==> config.mk <==
export PLATFORM = sky130hd
export DESIGN_NAME = sha256_padder
export DESIGN_NICKNAME = d
export VERILOG_FILES = /design/src/rtl/sha256_padder.sv
export SDC_FILE = /design/constraint.sdc
export NUM_CORES = 1
export LEC_CHECK = 0
export BUFFER_PORTS_ARGS = -buffer_cell sky130_fd_sc_hd__buf_2
export CAP_MARGIN = 20
export CORE_MARGIN = 2
export CORE_UTILIZATION = 50
export DETAILED_ROUTE_END_ITERATION = 12
export PLACE_DENSITY_LB_ADDON = 0.1
export SLEW_MARGIN = 20
export SYNTH_ARGS = -nofsm -noshare
export SYNTH_HDL_FRONTEND = slang
export SYNTH_SLANG_ARGS = --single-unit
==> constraint.sdc <==
create_clock -name clk -period 4.6 [get_ports clk]
set_input_delay 1.15 -clock clk [delete_from_list [all_inputs] [get_ports clk]]
set_output_delay 1.15 -clock clk [all_outputs]
set_load 0.01 [all_outputs]
==> src/rtl/sha256_padder.sv <==
// sha256_padder: FIPS 180-4 padding of a 64-bit big-endian byte stream into 256-bit half-blocks.
// Optional feature macro SHA256_PADDER_EMPTY_MSG_EN: nbytes==0 on a last beat means zero data bytes.
module sha256_padder (
    input  logic         clk,
    input  logic         rst,
    input  logic         src_padder_data_val,
    input  logic [63:0]  src_padder_data,
    input  logic         src_padder_data_last,
    input  logic [3:0]   src_padder_data_nbytes,
    output logic         padder_src_rdy,
    output logic         padder_manager_data_val,
    output logic [255:0] padder_manager_data,
    output logic         padder_manager_data_last,
    input  logic         manager_padder_rdy
);
    localparam int unsigned SRC_DATA_W    = 64;
    localparam int unsigned SRC_BYTES_W   = 4;
    localparam int unsigned SHA_IF_DATA_W = 256;
    localparam int unsigned MSG_LEN_W     = 64;
    localparam int unsigned ASM_W         = SHA_IF_DATA_W - SRC_DATA_W;

    typedef enum logic [1:0] {
        ST_DATA,
        ST_PAD_MARK,
        ST_PAD_ZERO,
        ST_PAD_LEN
    } state_t;

    state_t                  state_q, state_d;
    logic [2:0]              slot_idx_q;
    logic [MSG_LEN_W-1:0]    len_q;
    logic [ASM_W-1:0]        asm_q;

    logic                    stall;
    logic                    slot_we;
    logic                    slot_is_len;
    logic [SRC_DATA_W-1:0]   slot_val;
    logic [SRC_DATA_W-1:0]   beat_slot;
    logic [SRC_BYTES_W-1:0]  eff_bytes;
    logic                    beat_acc;

    // Number of message bytes carried by the current beat
    always_comb begin
        eff_bytes = SRC_BYTES_W'(8);
`ifdef SHA256_PADDER_EMPTY_MSG_EN
        if (src_padder_data_last && (src_padder_data_nbytes < SRC_BYTES_W'(8)))
            eff_bytes = src_padder_data_nbytes;
`else
        if (src_padder_data_last && (src_padder_data_nbytes != '0) &&
            (src_padder_data_nbytes < SRC_BYTES_W'(8)))
            eff_bytes = src_padder_data_nbytes;
`endif
    end

    // Keep valid bytes, place the 0x80 marker right after them, zero the rest
    always_comb begin
        beat_slot = '0;
        for (int i = 0; i < 8; i++) begin
            if (SRC_BYTES_W'(i) < eff_bytes)
                beat_slot[63-8*i -: 8] = src_padder_data[63-8*i -: 8];
            else if (SRC_BYTES_W'(i) == eff_bytes)
                beat_slot[63-8*i -: 8] = 8'h80;
        end
    end

    // Completing a word is only blocked by an output word that is not leaving this cycle
    assign stall          = (slot_idx_q[1:0] == 2'd3) && padder_manager_data_val && !manager_padder_rdy;
    assign padder_src_rdy = !rst && (state_q == ST_DATA) && !stall;
    assign beat_acc       = (state_q == ST_DATA) && src_padder_data_val && !stall;

    always_ff @(posedge clk) begin
        if (rst) state_q <= ST_DATA;
        else     state_q <= state_d;
    end

    always_comb begin
        state_d     = state_q;
        slot_we     = 1'b0;
        slot_is_len = 1'b0;
        slot_val    = '0;
        case (state_q)
            ST_DATA: begin
                if (src_padder_data_val && !stall) begin
                    slot_we  = 1'b1;
                    slot_val = beat_slot;
                    if (src_padder_data_last) begin
                        if (eff_bytes == SRC_BYTES_W'(8))
                            state_d = ST_PAD_MARK;
                        else if (slot_idx_q == 3'd6)
                            state_d = ST_PAD_LEN;
                        else
                            state_d = ST_PAD_ZERO;
                    end
                end
            end
            ST_PAD_MARK: begin
                if (!stall) begin
                    slot_we  = 1'b1;
                    slot_val = {8'h80, 56'h0};
                    state_d  = (slot_idx_q == 3'd6) ? ST_PAD_LEN : ST_PAD_ZERO;
                end
            end
            ST_PAD_ZERO: begin
                if (!stall) begin
                    slot_we = 1'b1;
                    if (slot_idx_q == 3'd6)
                        state_d = ST_PAD_LEN;
                end
            end
            ST_PAD_LEN: begin
                if (!stall) begin
                    slot_we     = 1'b1;
                    slot_is_len = 1'b1;
                    slot_val    = len_q;
                    state_d     = ST_DATA;
                end
            end
            default: state_d = ST_DATA;
        endcase
    end

    // Slot counter, length accumulator and word assembly
    always_ff @(posedge clk) begin
        if (rst) begin
            slot_idx_q <= '0;
            len_q      <= '0;
            asm_q      <= '0;
        end else begin
            if (slot_we) begin
                slot_idx_q <= slot_idx_q + 3'd1;
                case (slot_idx_q[1:0])
                    2'd0:    asm_q[191:128] <= slot_val;
                    2'd1:    asm_q[127:64]  <= slot_val;
                    2'd2:    asm_q[63:0]    <= slot_val;
                    default: ;
                endcase
            end
            if (slot_we && slot_is_len)
                len_q <= '0;
            else if (beat_acc)
                len_q <= len_q + MSG_LEN_W'({eff_bytes, 3'b000});
        end
    end

    // Output word register; drain and load may happen in the same cycle
    always_ff @(posedge clk) begin
        if (rst) begin
            padder_manager_data_val  <= 1'b0;
            padder_manager_data      <= '0;
            padder_manager_data_last <= 1'b0;
        end else begin
            if (padder_manager_data_val && manager_padder_rdy)
                padder_manager_data_val <= 1'b0;
            if (slot_we && (slot_idx_q[1:0] == 2'd3)) begin
                padder_manager_data_val  <= 1'b1;
                padder_manager_data      <= {asm_q, slot_val};
                padder_manager_data_last <= slot_is_len;
            end
        end
    end

endmodule
* Word level (Yosys, flattened, before mapping)
Cells that the tools add are included.
** Word-level totals
- Word-level logic and storage cells :: 103
- Flip-flop bits (word level) :: 519
- Output and inout port bits :: 259
- Bits of input ports :: 73
** Operators by class
- $lt $le $gt $ge :: 9
- Eq/ne operators :: 21
- $add $sub $neg :: 2
- Muxes and demuxes :: 36
- Reduce and logical (&&, ||, !) cells :: 26
** Operators with widths (number)
- $mux W64 :: 3
- $pmux W64 S3 :: 1
- $mux W8 :: 16
- $add A64 B7 Y64 :: 1
- $eq A3 B4 Y1 const A :: 4
- $lt A3 B4 Y1 const A :: 4
- $mux W2 :: 7
- $logic_and A1 B1 Y1 :: 12
- $ne A2 B2 Y1 const B :: 5
- $eq A2 B2 Y1 const B :: 4
- $eq A2 B4 Y1 const A :: 2
- $lt A1 B4 Y1 const A :: 2
- $lt A2 B4 Y1 const A :: 2
- $pmux W2 S4 :: 1
- $mux W1 :: 6
- $reduce_and A2 Y1 :: 3
- $reduce_and A6 Y1 :: 1
- $eq A1 B4 Y1 const A :: 1
- $eq A2 B1 Y1 const B :: 2
- $eq A4 B4 Y1 const B :: 1
- $logic_not A2 Y1 :: 2
- $logic_not A4 Y1 :: 1
- $lt A4 B4 Y1 const B :: 1
- $mux W4 :: 1
- other kinds (9) :: 11

* Logic depth before layout (Yosys ltp)
- Depth after elaboration :: 9
- Mapped depth :: 12
- Gate-level depth less buffers :: 9

* Least setup slack after synthesis
OpenSTA, ideal clock, no wires.
- Kind :: input to register
- Start point :: input port src_padder_data_nbytes[1]
- End point :: register len_q[52]
- Slack :: 1.050 ns
- Required time :: 4.468 ns
- Library setup time :: 0.132 ns
- Arrival :: 3.418 ns
- Stages on the path :: 11
- Buffers on the path :: 4
- Cell sequence :: clkbuf_1 -> or3_1 -> nand2_1 -> ha_1 -> a41oi_1 -> and2_1 -> buf_2 -> buf_2 -> buf_2 -> o41ai_1 -> a21oi_1
** On the way
- Longest elaborated chain between the ends :: 5
- Elaborated cells on any way between the ends :: 6
- Those cells by class :: add/sub: 1; order compare: 1; mux: 1; reduce/logical: 3
** RTL lines
- from (decl) :: line 9 : input logic [3:0] src_padder_data_nbytes,
- parallel branches: the longest is 3 deep, another holds $lt A4 B4 Y1
- $mux W4 (*) :: line 49 : if (src_padder_data_last && (src_padder_data_nbytes != '0) &&
- $add A64 B7 Y64 (*) :: line 141 : len_q <= len_q + MSG_LEN_W'({eff_bytes, 3'b000});
- to (signal assigned) :: line 141
- to (decl) :: line 31 : logic [MSG_LEN_W-1:0] len_q;
Mark *: on every way between the ends.
A chain may end at the register's enable or synchronous reset.

* Worst setup path in the final report
- Start point :: input port manager_padder_rdy
- End point :: output port padder_src_rdy
** On the way
- Longest elaborated chain between the ends :: 4
** RTL lines
- from (decl) :: line 14 : input logic manager_padder_rdy
- $logic_not A1 Y1 :: line 67 : assign stall = (slot_idx_q[1:0] == 2'd3) && padder_manager_data_val && !manager_padder_rdy;
- $logic_and A1 B1 Y1 :: line 67
- $logic_not A1 Y1
- $logic_and A1 B1 Y1 :: line 68 : assign padder_src_rdy = !rst && (state_q == ST_DATA) && !stall;
- to (decl) :: line 10 : output logic padder_src_rdy,
Every way passes these cells.

==> reports/metrics.cfg <==
[power]
p_seq_frac = 0.420
clockPowerShare = 0.353
max-vdd-ir-drop_v = 0.000291
powerDensity_nw_per_um2 = 522
p_comb_frac = 0.227
p_leak_nw = 9.29
netSwitchingFraction = 0.324
power_switching_mw = 4.06
internal_power_mw = 8.47

[min_path]
hp-start = asm_q[175]
min_to = padder_manager_data[239]
holdCritPathClass = register to register
worst_hold_path.num_cells = 2

[cts]
ctsHtreeMaxLevel = 2
tritoncts = built
path_clk_slew_ns = 0.06
post_cts_resized = 0
clock_path_buffers = 3
hold_buffers = 0
cts_buffers = 52
clkLatencyLatePin_ns = 0.60
post-cts-setup-buffers = 0
cts_sinks = 516
cts_root_buf = clkbuf_16

[grt]
grt_pass1_wl_um = 105000
antenna_found_initial = 1
grt_max_degree = 239
grtUsageTotal = 0.340
grt_pass1_vias = 17000
overflow = 0

[synth]
yosysTopAreaCellShare = 0.518
syn_inst = 2479
syn_area_sq_um = 19900
synth_commonest_cells = nand2_1, dfxtp_1, a21oi_1
async_flop_share = 0
yosys-top-cells-area = dfxtp_1, nand2_1, a21oi_1
ys_ff_latch = 516
syn_area_per_cell_sq_um = 8.04
synth_warnings = 0
synth_fp_nets = 2565
yosysTopAreaCell = dfxtp_1
yosysMostFrequentCell = nand2_1
seq_area_frac_synth = 0.518
synth-edff-count = 0
synth-main-ff-cell = dfxtp_1
synth_cell_types = 64

[timing]
finalSetupViolCount = 0
slew_headroom = 0.202
setup_ws_ns = 1.14
period_needed_ns = 3.46
fin_worst_skew_ns = 0.0157
slew_viol_final = 0
rsz0062_at_grt = false
tightest_slew_ns = 1.20
hold_viol_final = 0
post-route-period-util = 0.752
max_freq_ghz = 0.289
finalSetupTns_ns = 0

[routing]
routed_wl_um = 72800
vias = 19100
antenna_left = 0
drc_errors = 0
drt_pass1_iterations = 6
via_per_inst = 5.75
first_iter_violations = 1999
wl_per_cell_um = 22.0

[floorplanning]
fp.dieH_um = 204
core_area_sq_um = 39500
ios = 332
fp-row-count = 73
initial_core_util = 0.504
die_area_sq_um = 41500
dieWidth_um = 204

[setup_path]
reg2reg_from = state_q[0]
start_kind = primary input
critPathKind = primary input to primary output
cp.arrival_ns = 2.31
r2r_slack_ns = 1.48
cp_max_fo = 10
cp-startpoint = manager_padder_rdy
end_kind = primary output
r2r_cells = 9
crit_required_ns = 3.45
reg2reg_to = asm_q[94]

[cells_and_area]
seq_area_sq_um = 10300
syn_to_final_growth_pct = 20.6
drive_gt1_frac = 0.186
diodes = 0
n_fill_cell = 3652
multiInputGateArea_sq_um = 8720
fin_nets = 2829

[job]
maxCapViolations = 0

[placed_design]
dp_hpwl_um = 48100
dp_slack_ns = 0.626
io_buffers = 331
gp_congestion = 0.936

[status]
run_status = completed

power by group through the flow:
stage                     combinational (mW)  sequential, mW  clock [mW]
final                                   2.85            5.26        4.42
after global routing                    3.04            5.32        4.64
after CTS                               2.79            5.26        4.46
after detailed placement                2.78            5.35           0
after global placement                  2.74            5.34           0
after floorplan                         1.65            5.31           0
worst max-delay path, stage by stage:
cell	delay [ns]
buf_2	0.14
nand3b_1	0.47
nand2_1	0.31
nor2_1	0.07
buf_2	0.16
how the worst max path moves through the flow:
stage | to | slack [ns] | cells after the start
after floorplan | len_q[52] | 1.05 | 11
after global placement | len_q[47] | 0.71 | 9
after detailed placement | len_q[24] | 0.63 | 9
after CTS | padder_src_rdy | 1.19 | 5
after global routing | len_q[24] | 1.08 | 9
final | padder_src_rdy | 1.14 | 5
per-stage QoR:
stage / cell area [sq um] / cells / utilization / hold slack [ns] / total power [mW]
after CTS: 24000 / 3311 / 0.607 / 0.447 / 12.5
after global placement: 22200 / 3214 / 0.561 / 0.437 / 8.08
after floorplan: 19900 / 2479 / - / 0.427 / 6.96
after global routing: 24000 / 3311 / 0.607 / 0.455 / 13.0
after detailed placement: 22200 / 3214 / 0.562 / 0.437 / 8.13
final: 24000 / 3311 / 0.607 / 0.444 / 12.5
flip-flops by register name, indices dropped and copies added (netlist names):
name / flops
slot_idx_q: 3
asm_q: 192
padder_manager_data_last: 1
len_q: 61
state_q: 2
padder_manager_data_val: 1
padder_manager_data: 256
cell families (layout without fill, tap and decap cells):
group                    Yosys count  after routing  synth area share
AO/OA/AOI/OAI                    553            553             0.171
XOR/XNOR                          17             17           0.00747
adder cells (fa/ha/maj)           14             14           0.00904
buffers and inverters            243            550            0.0471
flip-flops                       516            516             0.518
multiplexers                       3              3           0.00151
AND/OR/NAND/NOR                 1133           1133             0.246
layout by cell type (no fill, tap or decap), types with 26 or more instances in the layout:
| cell | instances |
|---|---|
| nand4_1 | 26 |
| buf_4 | 68 |
| or4_1 | 32 |
| nand2_1 | 560 |
| nor3_1 | 95 |
| nor2_1 | 302 |
| dfxtp_1 | 516 |
| a211oi_1 | 99 |
| a21oi_1 | 307 |
| clkbuf_16 | 54 |
| buf_2 | 330 |
| inv_1 | 46 |
| o31ai_1 | 28 |
| nand3_1 | 37 |
area by class of cell:
type | count | area share
clock buffers | 84 | 0.0676
clock inverters | 13 | 0.00776
inverters | 46 | 0.00719
multi-input cells | 1720 | 0.363
flip-flops and latches | 516 | 0.430
well taps | 525 | 0.0273
repair buffers | 407 | 0.0973
routing by layer:
layer	vias up	GRT usage	part of all wire
met5	-	0	0
met2	844	0.513	0.43
met3	148	0.0759	0.093
met4	0	0.146	0.049
li1	9004	-	-
met1	9054	0.468	0.43
Note: power is estimated with default switching activity, not from simulation.
